===== src/rtl/regfile_arb_pkg.sv =====
// Shared types and constants for the two-requester register-file arbiter.
package regfile_arb_pkg;

   typedef enum logic [1:0] {
      IDLE    = 2'd0,
      ISSUE   = 2'd1,
      WAIT_RD = 2'd2
   } state_t;

   localparam logic OWN_R0 = 1'b0;
   localparam logic OWN_R1 = 1'b1;

   localparam int CNT_W = 4;
   typedef logic [CNT_W-1:0] cnt_t;

endpackage


===== src/rtl/regfile_arbiter_if.sv =====
// One requester channel into the arbiter: request/command in, grant and read completion out.
interface regfile_arbiter_if #(
   parameter int DATA_WIDTH = 8,
   parameter int ADDR_WIDTH = 4
);
   logic                  req;
   logic                  wr;
   logic [ADDR_WIDTH-1:0] addr;
   logic [DATA_WIDTH-1:0] wdata;
   logic                  gnt;
   logic [DATA_WIDTH-1:0] rdata;
   logic                  rvalid;
   logic                  err;

   modport master (
      output req, wr, addr, wdata,
      input  gnt, rdata, rvalid, err
   );

   modport slave (
      input  req, wr, addr, wdata,
      output gnt, rdata, rvalid, err
   );
endinterface


===== src/rtl/rr_pick2.sv =====
// Two-way round-robin pick: a lone requester wins outright, a tie goes to the one not served last.
module rr_pick2
   import regfile_arb_pkg::*;
(
   input  logic i_req0,
   input  logic i_req1,
   input  logic i_last,
   output logic o_valid,
   output logic o_owner
);

   assign o_valid = i_req0 | i_req1;
   assign o_owner = (i_req0 & i_req1) ? ~i_last
                  : (i_req1 ? OWN_R1 : OWN_R0);

endmodule


===== src/rtl/regfile_arbiter.sv =====
// Shares the single Reg_File access port between two requesters, routes read data back
// to the owner of each access and flags reads the register file never answers.
module regfile_arbiter
   import regfile_arb_pkg::*;
#(
   parameter int DATA_WIDTH = 8,
   parameter int ADDR_WIDTH = 4,
   parameter int RD_TIMEOUT = 7
) (
   input  logic                  i_clk,
   input  logic                  i_rst_n,
   regfile_arbiter_if.slave      req0_if,
   regfile_arbiter_if.slave      req1_if,
   output logic                  o_rf_wr_en,
   output logic                  o_rf_rd_en,
   output logic [ADDR_WIDTH-1:0] o_rf_addr,
   output logic [DATA_WIDTH-1:0] o_rf_wr_data,
   input  logic [DATA_WIDTH-1:0] i_rf_rd_data,
   input  logic                  i_rf_rd_valid
);

   localparam cnt_t TIMEOUT_CNT = cnt_t'(RD_TIMEOUT);

   state_t                      r_state,      w_state_nxt;
   logic                        r_last,       w_last_nxt;
   logic                        r_owner,      w_owner_nxt;
   logic                        r_wr,         w_wr_nxt;
   cnt_t                        r_cnt,        w_cnt_nxt;
   logic [1:0]                  r_gnt,        w_gnt_nxt;
   logic                        r_rf_wr_en,   w_rf_wr_en_nxt;
   logic                        r_rf_rd_en,   w_rf_rd_en_nxt;
   logic [ADDR_WIDTH-1:0]       r_rf_addr,    w_rf_addr_nxt;
   logic [DATA_WIDTH-1:0]       r_rf_wr_data, w_rf_wr_data_nxt;
   logic [1:0][DATA_WIDTH-1:0]  r_rdata,      w_rdata_nxt;
   logic [1:0]                  r_rvalid,     w_rvalid_nxt;
   logic [1:0]                  r_err,        w_err_nxt;

   logic                        w_pick_valid;
   logic                        w_pick_owner;
   logic                        w_sel_wr;
   logic [ADDR_WIDTH-1:0]       w_sel_addr;
   logic [DATA_WIDTH-1:0]       w_sel_wdata;

   rr_pick2 u_pick (
      .i_req0  (req0_if.req),
      .i_req1  (req1_if.req),
      .i_last  (r_last),
      .o_valid (w_pick_valid),
      .o_owner (w_pick_owner)
   );

   assign w_sel_wr    = w_pick_owner ? req1_if.wr    : req0_if.wr;
   assign w_sel_addr  = w_pick_owner ? req1_if.addr  : req0_if.addr;
   assign w_sel_wdata = w_pick_owner ? req1_if.wdata : req0_if.wdata;

   always_comb begin
      // NOTE: every signal gets a default before the case so no path leaves one unassigned,
      // which would otherwise infer a latch.
      w_state_nxt      = r_state;
      w_last_nxt       = r_last;
      w_owner_nxt      = r_owner;
      w_wr_nxt         = r_wr;
      w_cnt_nxt        = r_cnt;
      w_gnt_nxt        = '0;
      w_rf_wr_en_nxt   = 1'b0;
      w_rf_rd_en_nxt   = 1'b0;
      w_rf_addr_nxt    = r_rf_addr;
      w_rf_wr_data_nxt = r_rf_wr_data;
      w_rdata_nxt      = r_rdata;
      w_rvalid_nxt     = '0;
      w_err_nxt        = '0;

      case (r_state)
         IDLE: begin
            // Outputs for the ISSUE cycle are loaded here so they come straight from flops.
            if (w_pick_valid) begin
               w_state_nxt             = ISSUE;
               w_last_nxt              = w_pick_owner;
               w_owner_nxt             = w_pick_owner;
               w_wr_nxt                = w_sel_wr;
               w_gnt_nxt[w_pick_owner] = 1'b1;
               w_rf_addr_nxt           = w_sel_addr;
               if (w_sel_wr) begin
                  w_rf_wr_en_nxt   = 1'b1;
                  w_rf_wr_data_nxt = w_sel_wdata;
               end else begin
                  w_rf_rd_en_nxt   = 1'b1;
               end
            end
         end

         ISSUE: begin
            if (r_wr) begin
               w_state_nxt = IDLE;
            end else begin
               w_state_nxt = WAIT_RD;
               w_cnt_nxt   = '0;
            end
         end

         WAIT_RD: begin
            // Valid is tested first so a response on the last allowed cycle still completes.
            if (i_rf_rd_valid) begin
               w_rdata_nxt[r_owner]  = i_rf_rd_data;
               w_rvalid_nxt[r_owner] = 1'b1;
               w_state_nxt           = IDLE;
            end else if (r_cnt == TIMEOUT_CNT) begin
               w_rdata_nxt[r_owner]  = '0;
               w_err_nxt[r_owner]    = 1'b1;
               w_state_nxt           = IDLE;
            end else begin
               w_cnt_nxt = r_cnt + cnt_t'(1);
            end
         end

         default: w_state_nxt = IDLE;
      endcase
   end

   always_ff @(posedge i_clk) begin
      // NOTE: state is updated with non-blocking assignments so every flop samples the
      // pre-edge values, independent of statement order.
      if (!i_rst_n) begin
         r_state      <= IDLE;
         r_last       <= OWN_R1;
         r_owner      <= OWN_R0;
         r_wr         <= 1'b0;
         r_cnt        <= '0;
         r_gnt        <= '0;
         r_rf_wr_en   <= 1'b0;
         r_rf_rd_en   <= 1'b0;
         r_rf_addr    <= '0;
         r_rf_wr_data <= '0;
         r_rdata      <= '0;
         r_rvalid     <= '0;
         r_err        <= '0;
      end else begin
         r_state      <= w_state_nxt;
         r_last       <= w_last_nxt;
         r_owner      <= w_owner_nxt;
         r_wr         <= w_wr_nxt;
         r_cnt        <= w_cnt_nxt;
         r_gnt        <= w_gnt_nxt;
         r_rf_wr_en   <= w_rf_wr_en_nxt;
         r_rf_rd_en   <= w_rf_rd_en_nxt;
         r_rf_addr    <= w_rf_addr_nxt;
         r_rf_wr_data <= w_rf_wr_data_nxt;
         r_rdata      <= w_rdata_nxt;
         r_rvalid     <= w_rvalid_nxt;
         r_err        <= w_err_nxt;
      end
   end

   assign req0_if.gnt    = r_gnt[0];
   assign req0_if.rdata  = r_rdata[0];
   assign req0_if.rvalid = r_rvalid[0];
   assign req0_if.err    = r_err[0];

   assign req1_if.gnt    = r_gnt[1];
   assign req1_if.rdata  = r_rdata[1];
   assign req1_if.rvalid = r_rvalid[1];
   assign req1_if.err    = r_err[1];

   assign o_rf_wr_en   = r_rf_wr_en;
   assign o_rf_rd_en   = r_rf_rd_en;
   assign o_rf_addr    = r_rf_addr;
   assign o_rf_wr_data = r_rf_wr_data;

endmodule


===== src/flat_wrapper.sv =====
// flat-port wrapper written by rule: the top's interface ports become plain ports
module regfile_arbiter_flat import regfile_arb_pkg::*;
#(
   parameter int DATA_WIDTH = 8,
   parameter int ADDR_WIDTH = 4,
   parameter int RD_TIMEOUT = 7
)
  (i_clk, i_rst_n, o_rf_wr_en, o_rf_rd_en, o_rf_addr, o_rf_wr_data, i_rf_rd_data, i_rf_rd_valid, req0_if_req, req0_if_wr, req0_if_addr, req0_if_wdata, req0_if_gnt, req0_if_rdata, req0_if_rvalid, req0_if_err, req1_if_req, req1_if_wr, req1_if_addr, req1_if_wdata, req1_if_gnt, req1_if_rdata, req1_if_rvalid, req1_if_err);
  regfile_arbiter_if #(.DATA_WIDTH(DATA_WIDTH), .ADDR_WIDTH(ADDR_WIDTH)) req0_if_i ();
  regfile_arbiter_if #(.DATA_WIDTH(DATA_WIDTH), .ADDR_WIDTH(ADDR_WIDTH)) req1_if_i ();
  input  logic i_clk;
  input  logic i_rst_n;
  output logic o_rf_wr_en;
  output logic o_rf_rd_en;
  output logic [ADDR_WIDTH-1:0] o_rf_addr;
  output logic [DATA_WIDTH-1:0] o_rf_wr_data;
  input  logic [DATA_WIDTH-1:0] i_rf_rd_data;
  input  logic i_rf_rd_valid;
  input wire logic [$bits(req0_if_i.req)-1:0] req0_if_req;
  input wire logic [$bits(req0_if_i.wr)-1:0] req0_if_wr;
  input wire logic [$bits(req0_if_i.addr)-1:0] req0_if_addr;
  input wire logic [$bits(req0_if_i.wdata)-1:0] req0_if_wdata;
  output wire logic [$bits(req0_if_i.gnt)-1:0] req0_if_gnt;
  output wire logic [$bits(req0_if_i.rdata)-1:0] req0_if_rdata;
  output wire logic [$bits(req0_if_i.rvalid)-1:0] req0_if_rvalid;
  output wire logic [$bits(req0_if_i.err)-1:0] req0_if_err;
  input wire logic [$bits(req1_if_i.req)-1:0] req1_if_req;
  input wire logic [$bits(req1_if_i.wr)-1:0] req1_if_wr;
  input wire logic [$bits(req1_if_i.addr)-1:0] req1_if_addr;
  input wire logic [$bits(req1_if_i.wdata)-1:0] req1_if_wdata;
  output wire logic [$bits(req1_if_i.gnt)-1:0] req1_if_gnt;
  output wire logic [$bits(req1_if_i.rdata)-1:0] req1_if_rdata;
  output wire logic [$bits(req1_if_i.rvalid)-1:0] req1_if_rvalid;
  output wire logic [$bits(req1_if_i.err)-1:0] req1_if_err;
  assign req0_if_i.req = req0_if_req;
  assign req0_if_i.wr = req0_if_wr;
  assign req0_if_i.addr = req0_if_addr;
  assign req0_if_i.wdata = req0_if_wdata;
  assign req0_if_gnt = req0_if_i.gnt;
  assign req0_if_rdata = req0_if_i.rdata;
  assign req0_if_rvalid = req0_if_i.rvalid;
  assign req0_if_err = req0_if_i.err;
  assign req1_if_i.req = req1_if_req;
  assign req1_if_i.wr = req1_if_wr;
  assign req1_if_i.addr = req1_if_addr;
  assign req1_if_i.wdata = req1_if_wdata;
  assign req1_if_gnt = req1_if_i.gnt;
  assign req1_if_rdata = req1_if_i.rdata;
  assign req1_if_rvalid = req1_if_i.rvalid;
  assign req1_if_err = req1_if_i.err;
  regfile_arbiter #(.DATA_WIDTH(DATA_WIDTH), .ADDR_WIDTH(ADDR_WIDTH), .RD_TIMEOUT(RD_TIMEOUT)) u_core (.i_clk(i_clk), .i_rst_n(i_rst_n), .req0_if(req0_if_i), .req1_if(req1_if_i), .o_rf_wr_en(o_rf_wr_en), .o_rf_rd_en(o_rf_rd_en), .o_rf_addr(o_rf_addr), .o_rf_wr_data(o_rf_wr_data), .i_rf_rd_data(i_rf_rd_data), .i_rf_rd_valid(i_rf_rd_valid));
endmodule

===== config.mk =====
export PLATFORM = sky130hd
export DESIGN_NAME = regfile_arbiter_flat
export DESIGN_NICKNAME = d
export VERILOG_FILES = /design/src/rtl/regfile_arb_pkg.sv /design/src/rtl/regfile_arbiter_if.sv /design/src/rtl/rr_pick2.sv /design/src/rtl/regfile_arbiter.sv /design/src/flat_wrapper.sv
export SDC_FILE = /design/constraint.sdc
export NUM_CORES = 1
export LEC_CHECK = 0
export CORE_MARGIN = 10
export CORE_UTILIZATION = 25
export CTS_CLUSTER_DIAMETER = 100
export DETAILED_ROUTE_END_ITERATION = 12
export DONT_BUFFER_PORTS = 1
export MAX_ROUTING_LAYER = met4
export SLEW_MARGIN = 40
export SYNTH_ARGS = -nofsm -noshare
export SYNTH_HDL_FRONTEND = slang
export SYNTH_SLANG_ARGS = --single-unit
export TNS_END_PERCENT = 50

===== constraint.sdc =====
create_clock -name i_clk -period 2.8 [get_ports i_clk]
set_input_delay 0.56 -clock i_clk [delete_from_list [all_inputs] [get_ports i_clk]]
set_output_delay 0.56 -clock i_clk [all_outputs]
set_load 0.005 [all_outputs]

# Word-level counts from Yosys, hierarchy flattened
# Cells that the tools add are included.
dict set report op_classes {
  n_lt_le_gt_ge 4
  reduce_logical 13
  addsub 1
  multipliers 0
  shift 0
  n_mux 25
  n_div 0
  n_eq_ne 8
  n_bitwise 8
}
# cell n
set op_table {}
lappend op_table {{$mux W16} 2}
lappend op_table {{$and A16 B16 Y16} 1}
lappend op_table {{$bwmux W16} 1}
lappend op_table {{$mux W4} 4}
lappend op_table {{$mux W8} 2}
lappend op_table {{$not A16 Y16} 1}
lappend op_table {{$reduce_and A3 Y1} 3}
lappend op_table {{$demux W8 S1} 1}
lappend op_table {{$mux W2} 4}
lappend op_table {{$ne A2 B2 Y1 const B} 4}
lappend op_table {{$pmux W4 S2} 1}
lappend op_table {{$mux W1} 7}
lappend op_table {{$pmux W2 S3} 1}
lappend op_table {{$reduce_and A2 Y1} 3}
lappend op_table {{$add A4 B1 Y4 const B} 1}
lappend op_table {{$eq A4 B3 Y1 const B} 1}
lappend op_table {{$lt A1 B2 Y1 const B} 2}
lappend op_table {{$not A1 Y1} 4}
lappend op_table {{$reduce_and A4 Y1} 1}
lappend op_table {{$reduce_bool A2 Y1} 2}
lappend op_table {{$reduce_or A4 Y1} 1}
lappend op_table {{$ne A3 B2 Y1 const B} 1}
lappend op_table {{$demux W1 S1} 2}
lappend op_table {{$eq A2 B1 Y1 const B} 1}
lappend op_table {{6 further kinds} 8}
dict set report word_totals {
  regBits 45
  ram_bits 0
  rom_bits 0
  out_inout_bits 36
  wordCells 73
  in_bits 39
  n_memories 0
  latch_bits 0
}

# Logic depth before layout (Yosys ltp)
# Gate-level depths: netlist of run 1.
dict set report logic_depth {
  depth_word 8
  mapped_depth 6
  mapped_depth_nobuf 5
}

# Modules after synthesis
# A second synthesis of run 1 with hierarchy kept.
dict set report hier_totals {
  hier_cells 200
  hier_area_um2 1891.8
}
# module seq_area_each_um2 cells_each instances area_per_inst_um2
set modules_own_cells {}
lappend modules_own_cells {regfile_arbiter 900.9 198 1 1878.1}
lappend modules_own_cells {rr_pick2 0.0 2 1 13.8}

# Worst setup path after synthesis of run 1
# OpenSTA, ideal clock, no wires.
dict set report synth_timing {
  kind {register to register}
  startpoint {register u_core.r_cnt[0]}
  endpoint {register u_core.r_cnt[1]}
  stages_incl_launch_ff 7
  path_slack_ps 1357
  setup_ps 120
  arrival_time_ps 1323
  path_buffers 1
  synth_period_minus_slack_ps 1443
  cell_sequence {dfxtp_1 -> ha_1 -> and3b_1 -> buf_6 -> or3_1 -> nand3_1 -> a21oi_1}
}
dict set report synth_between {
  elab_chain_len 4
  word_cells_on_any_way 7
}
# item line_no
set synth_rtl {}
lappend synth_rtl {{start: declaration} regfile_arbiter.sv:28} ;# cnt_t r_cnt, w_cnt_nxt;
lappend synth_rtl {{start signal: assignment} regfile_arbiter.sv:142} ;# r_cnt <= w_cnt_nxt;
lappend synth_rtl {{$add A4 B1 Y4} regfile_arbiter.sv:112} ;# w_cnt_nxt = r_cnt + cnt_t'(1);
lappend synth_rtl {{$mux W4} regfile_arbiter.sv:107} ;# end else if (r_cnt == TIMEOUT_CNT) begin
lappend synth_rtl {{$mux W4} regfile_arbiter.sv:103} ;# if (i_rf_rd_valid) begin
lappend synth_rtl {{$pmux W4 S2} regfile_arbiter.sv:73} ;# case (r_state)
# Parallel ways exist; a longest one is shown, timed or not. The select of a mux whose other input is x is not followed.
# A chain may end at the register's enable or synchronous reset.

# Worst setup path after layout of run 1
dict set report layout_timing {
  startpoint {register u_core.r_cnt[0]}
  endpoint {register u_core.r_rdata, in the netlist u_core.req0_if.rdata[1]}
}
dict set report layout_between {
  elab_chain_len 3
}
# item line_no
set layout_rtl {}
lappend layout_rtl {{$eq A4 B3 Y1} regfile_arbiter.sv:107}
lappend layout_rtl {{$reduce_bool A2 Y1 (no line)} n/a}
lappend layout_rtl {{$reduce_and A2 Y1 (no line)} n/a}
lappend layout_rtl {{end signal: assignment} regfile_arbiter.sv:148} ;# r_rdata <= w_rdata_nxt;
lappend layout_rtl {{end: declaration} regfile_arbiter.sv:34} ;# logic [1:0][DATA_WIDTH-1:0] r_rdata, w_rdata_nxt;
# Every way passes these cells.

==> metrics.cfg, run 1 <==
[global_routing]
maximum_number_of_pins_on_one_net_before_global_route_repair = 44
overflow = 0
grt_antenna_before_repair = 0
grt_first_pass_wirelength_um = 7420
grt_pass1_vias = 1413
grt.total_usage_pct = 8.15

[worst_setup_path]
critPathArrivalTime_ns = 1.88
crit_path_largest_cell_delay_ns = 0.41
cpMaxStageDelayCell = sky130_fd_sc_hd__dfxtp_1
worstPathBufferInverterCount = 0
cp_data_required_time_ns = 2.96
crit_fanout = 8
timing.critical_path.from_type = register
worst-path-stages = 5
r2r_cells = 5
timing_worst_setup_path_type = reg2reg
critPathCaptureType = register
critical_path.cell_chain = ha_1 > and3b_1 > nor2_2 > nor3_4 > o22ai_1
cp_top_family = simple AND/OR/NAND/NOR gates

[logic_synthesis]
post_synth_inst_count = 220
mappedNetlistNets = 260
synth_largest_area_cell = sky130_fd_sc_hd__dfxtp_1
synth.distinct_cells = 37
synth_most_common_cell = sky130_fd_sc_hd__dfxtp_1
async_flop_share_pct = 0
synthesis.area_um2 = 1960
syn_avg_cell_area_um2 = 8.91
yosys_warnings = 0
synth-edff-count = 0
synth_seq_cells = 45
ys_top_cells_by_count = sky130_fd_sc_hd__dfxtp_1, sky130_fd_sc_hd__nand2_1, sky130_fd_sc_hd__nor2_1
seq_area_frac_synth_pct = 46.0
yosys.area.top_type_share_pct = 46.0
ys_dominant_reg_cell = sky130_fd_sc_hd__dfxtp_1
synth.area.top_cells = sky130_fd_sc_hd__dfxtp_1, sky130_fd_sc_hd__nand2_1, sky130_fd_sc_hd__a211oi_2

[detailed_routing]
routed-via-count = 1504
first_iter_violations = 79
wl_per_cell_um = 15.5
wl_um = 4920
final_routed_drc_violation_total = 0
drt_pass1_iterations = 4
final_antenna_net_count = 0
detail_route.vias_per_cell = 4.73

[flow_run]
max-cap-violations = 0

[sta]
fin_ws_ns = 1.08
max_freq_mhz = 581
timing.hold.ws_ns = 0.338
timing.clock.skew_ns = 0.00767
setup_viol = 0
finalSetupTns_ns = 0
finalWorstPathRequiredPeriod_ns = 1.72
worst-slew-pin-transition_ns = 0.595
slew_margin_rel_pct = 60.2
final_max_slew_viol_count = 0
setup_repair_after_global_routing_missed_its_margin = no
timing.final.crit_share_pct = 61.5
final-hold-violation-count = 0

[cts]
post_cts_setup_buffer_count = 0
clock_sink_count = 45
cts_tree = done
clockRootBuffer = sky130_fd_sc_hd__clkbuf_8
clk_pin_slew_worst_paths_ns = 0.09
cts_repair_resize_count = 0
clock_latency_ns = 0.29
numCtsBuffers = 5
cts_hold_buf = 0
clock_tree.htree_level_count = 2
clock_path_buffers = 2

[floorplanning]
die_width_um = 109
chipHeight_um = 109
fp-row-count = 32
die_footprint_um2 = 11800
design.portCount = 75
floorplan.initialDensity_pct = 25.5
coreArea_um2 = 7690

[layout]
post_route_cells_drive_above_1_share_pct = 13.0
antenna-diode-count = 0
area_overhead_vs_synth_pct = 7.34
nets = 255
fillCellCount = 827
finalCoreUtilization_pct = 27.4

[pwr]
power.ir.vdd_worst_v = 0.000199
powerDensity_nw_per_um2 = 593
p_leak_nw = 0.718
power_mw = 1.25

[status]
outcome = completed

[place]
gpl.final_weighted_congestion = 0.733
place.port_buffers = 0
place_worst_setup_slack_ns = 0.946
dp_hpwl_um = 3650

[worst_hold_path]
min_path_cells = 1
hold_path_class = in2reg

state kept, by name, summed over array words and instances, names as in the netlist:
register              cells
u_core.o_rf_wr_data       8
u_core.req0_if.rdata      8
u_core.req1_if.rdata      8
u_core.o_rf_addr          4
u_core.r_cnt              4
u_core.r_err              2
u_core.r_gnt              2
u_core.r_rvalid           2
u_core.r_state            2
u_core.o_rf_rd_en         1
u_core.o_rf_wr_en         1
u_core.r_last             1
u_core.r_owner            1
u_core.r_wr               1
final timing paths:
| kind | start | endpoint | slack [ns] |
|---|---|---|---|
| worst max-delay path | u_core.r_cnt[0] | u_core.req0_if.rdata[1] | 1.08 |
| worst min-delay path | i_rst_n | u_core.r_last | 0.34 |
| worst max register to register | u_core.r_cnt[0] | u_core.req0_if.rdata[1] | 1.08 |
| worst min register to register | u_core.req0_if.rdata[2] | u_core.req0_if.rdata[2] | 0.49 |
power by group:
part | internal, mW | total [mW] | switching [mW]
Clock | 0.173 | 0.395 | 0.221
Combinational | 0.0573 | 0.143 | 0.0860
Sequential | 0.675 | 0.709 | 0.0335
Total | 0.906 | 1.25 | 0.341
layout make-up:
| type | count | area (um^2) | area share [%] |
|---|---|---|---|
| clock buffers | 6 | 72.6 | 3.45 |
| clock inverters | 2 | 10.0 | 0.476 |
| inverters | 3 | 11.3 | 0.535 |
| multi-input cells | 159 | 973 | 46.3 |
| flip-flops and latches | 45 | 901 | 42.8 |
| well taps | 102 | 128 | 6.07 |
| repair buffers | 1 | 7.51 | 0.357 |
cell usage in the layout, fill, tap and decap left out, types with 2 or more instances in the layout:
master and instances:
sky130_fd_sc_hd__inv_1 3, sky130_fd_sc_hd__clkinv_2 2, sky130_fd_sc_hd__nor2_1 18, sky130_fd_sc_hd__nor2_2 2
sky130_fd_sc_hd__nor3_1 3, sky130_fd_sc_hd__a31oi_1 4, sky130_fd_sc_hd__a21oi_1 5, sky130_fd_sc_hd__o21ai_1 5
sky130_fd_sc_hd__nand3_1 4, sky130_fd_sc_hd__nor3_4 2, sky130_fd_sc_hd__o21ai_0 17, sky130_fd_sc_hd__clkbuf_8 5
sky130_fd_sc_hd__xnor2_1 2, sky130_fd_sc_hd__nand2b_1 9, sky130_fd_sc_hd__a211oi_2 8, sky130_fd_sc_hd__mux2i_1 2
sky130_fd_sc_hd__nand3b_1 8, sky130_fd_sc_hd__o22ai_1 16, sky130_fd_sc_hd__dfxtp_1 45, sky130_fd_sc_hd__nand2_1 40
metrics by stage:
stage / cells / area, um^2
after floorplan: 220 / 1960
after global placement: 310 / 2020
after detailed placement: 310 / 2020
after CTS: 318 / 2100
after global routing: 318 / 2100
final: 318 / 2100
layer usage:
metal / wire [um] / share of wire, % / up-vias / GRT usage, %
met5: 0 / 0 / - / -
met4: 55 / 1.1 / 0 / 2.54
met3: 268 / 5.4 / 5 / 2.86
met2: 2380 / 48 / 46 / 12.9
met1: 2220 / 45 / 698 / 9.45
li1: - / - / 755 / -
logic make-up after synthesis:
kind of cell / after synthesis / synth area share, %
XOR/XNOR: 2 / 0.894
flip-flops: 45 / 46.0
multiplexers: 3 / 1.79
adder cells (fa/ha/maj): 1 / 0.638
buffers and inverters: 16 / 4.41
AO/OA/AOI/OAI: 58 / 20.2
AND/OR/NAND/NOR: 95 / 26.1
No activity file was read; power rests on OpenSTA's default activity.
==> inputs of run 2 (changes only) <==
clock period = 1.7 ns   (was 2.8 ns; I/O delays follow)
==> run 2 against run 1 <==
Global-route usage up 0.51 points. Setup slack worse by 0.95 ns. Clock skew up 0.0042 ns. Power up 82%. Maximum frequency up 9.5%. Largest power group unchanged. Highest routed layer unchanged.
==> metrics.cfg, run 2 (synthesis results as in run 1) <==
[status]
outcome = completed

[sta]
timing.final.crit_share_pct = 92.5
slew_margin_rel_pct = 74.3
finalWorstPathRequiredPeriod_ns = 1.57
worst-slew-pin-transition_ns = 0.384
max_freq_mhz = 636
timing.hold.ws_ns = 0.124
finalSetupTns_ns = 0
final_max_slew_viol_count = 0
setup_repair_after_global_routing_missed_its_margin = no
setup_viol = 0
timing.clock.skew_ns = 0.0118
final-hold-violation-count = 0

[layout]
finalCoreUtilization_pct = 28.7
multi_input_area_um2 = 973
antenna-diode-count = 0
final-instance-count-excl-fill = 323
fillCellCount = 823
nets = 260
area_overhead_vs_synth_pct = 12.5
sequential_cell_area_um2 = 901
layout_commonest_cell = sky130_fd_sc_hd__dfxtp_1
post_route_cells_drive_above_1_share_pct = 15.4
most-common-layout-cells = sky130_fd_sc_hd__dfxtp_1, sky130_fd_sc_hd__nand2_1, sky130_fd_sc_hd__nor2_1, sky130_fd_sc_hd__o21ai_0, sky130_fd_sc_hd__o22ai_1

[global_routing]
use_met3_pct = 3.09
grt.total_usage_pct = 8.65
gr-max-usage-layer = met2
overflow = 0
grt_first_pass_wirelength_um = 7860
maximum_number_of_pins_on_one_net_before_global_route_repair = 44
grt_pass1_vias = 1488
global_route.usage.met2_pct = 14.2
grt_antenna_before_repair = 0
grt.met1_usage_pct = 9.80

[floorplanning]
fp-row-count = 32
coreArea_um2 = 7690
chipHeight_um = 109
die_width_um = 109
floorplan.initialDensity_pct = 25.5
die_footprint_um2 = 11800
design.portCount = 75

[place]
numPlacedInstances = 313
gpl.final_weighted_congestion = 0.814
place.port_buffers = 0
dp_hpwl_um = 3810

[pwr]
p_leak_nw = 0.761
power.ir.vdd_worst_v = 0.000423
powerDensity_nw_per_um2 = 1030

[detailed_routing]
final_antenna_net_count = 0
detail_route.vias_per_cell = 4.72
wl_um = 5040
wl_per_cell_um = 15.6
routed-via-count = 1525
first_iter_violations = 82
final_routed_drc_violation_total = 0
drt_pass1_iterations = 4

[cts]
cts_hold_buf = 0
clockRootBuffer = sky130_fd_sc_hd__clkbuf_8
clk_pin_slew_worst_paths_ns = 0.09
clock_path_buffers = 2
clock_sink_count = 45
cts_tree = done
numCtsBuffers = 5
clock_latency_ns = 0.30
clock_tree.htree_level_count = 2

[worst_hold_path]
hold_path_class = in2reg

[flow_run]
max-cap-violations = 0

[worst_setup_path]
timing_worst_setup_path_type = reg2reg
crit_fanout = 5
critPathArrivalTime_ns = 1.77
cp_data_required_time_ns = 1.90
critPathCaptureType = register
cp_top_family = simple AND/OR/NAND/NOR gates
crit_path_largest_cell_delay_ns = 0.36
cpMaxStageDelayCell = sky130_fd_sc_hd__dfxtp_1
timing.critical_path.from_type = register
critical_path.cell_chain = ha_1 > and3b_2 > buf_4 > nor4b_4 > xnor2_1 > nor2_1
worstPathBufferInverterCount = 1

-- run 2: cell types whose count changed in the layout (fill, tap and decap cells not counted), sizes merged --
cell | before | now
buf | 1 | 6
bufinv | 0 | 1
clkinvlp | 0 | 1
clkinv | 2 | 0
-- run 2: cell type report --
type	instances	share of cell area (%)
multi-input cells	159	44.2
flip-flops and latches	45	40.9
repair buffers	6	3.18
well taps	102	5.79
clock inverters	2	1.70
inverters	3	0.511
clock buffers	6	3.75
-- run 2: report_power, final --
part,total [mW],internal (mW),switching (mW)
Sequential,1.17,1.11,0.0562
Clock,0.848,0.478,0.370
Combinational,0.248,0.104,0.145
-- run 2: repair_timing --
action,4_1_cts,5_1_grt
endpoints found under the setup margin,0,17
setup buffers,0,2
resized for setup,0,1
-- run 2: metal layers --
metal  share of wire [%]  wire (um)  vias up
met3                 6.2        314        4
met2                  51       2590       41
met5                   0          0        -
met1                  42       2100      714
li1                    -          -      766
met4                0.79         40        0
-- run 2: per-stage QoR --
step	worst slack, ns	power (mW)	instance area, um^2
floorplan	0.257	1.41	1960
global placement	0.169	1.43	2040
detailed placement	0.119	1.44	2040
CTS	0.0903	2.29	2160
global route	0.0132	2.37	2200
finish	0.128	2.26	2200
-- run 2: final timing paths --
path | start | endpoint | slack (ns) | cells after the start
worst max-delay path | u_core.r_cnt[0] | u_core.r_cnt[2] | 0.13 | 6
worst min-delay path | i_rst_n | u_core.r_last | 0.12 | 1
worst max register to register | u_core.r_cnt[0] | u_core.r_cnt[2] | 0.13 | 6
worst min register to register | u_core.req0_if.rdata[4] | u_core.req0_if.rdata[4] | 0.48 | 2
-- run 2: worst register-to-register path: stages (launching register included) --
cell	delay [ns]
sky130_fd_sc_hd__dfxtp_1	0.36
sky130_fd_sc_hd__ha_1	0.23
sky130_fd_sc_hd__and3b_2	0.26
sky130_fd_sc_hd__buf_4	0.16
sky130_fd_sc_hd__nor4b_4	0.27
sky130_fd_sc_hd__xnor2_1	0.14
sky130_fd_sc_hd__nor2_1	0.05
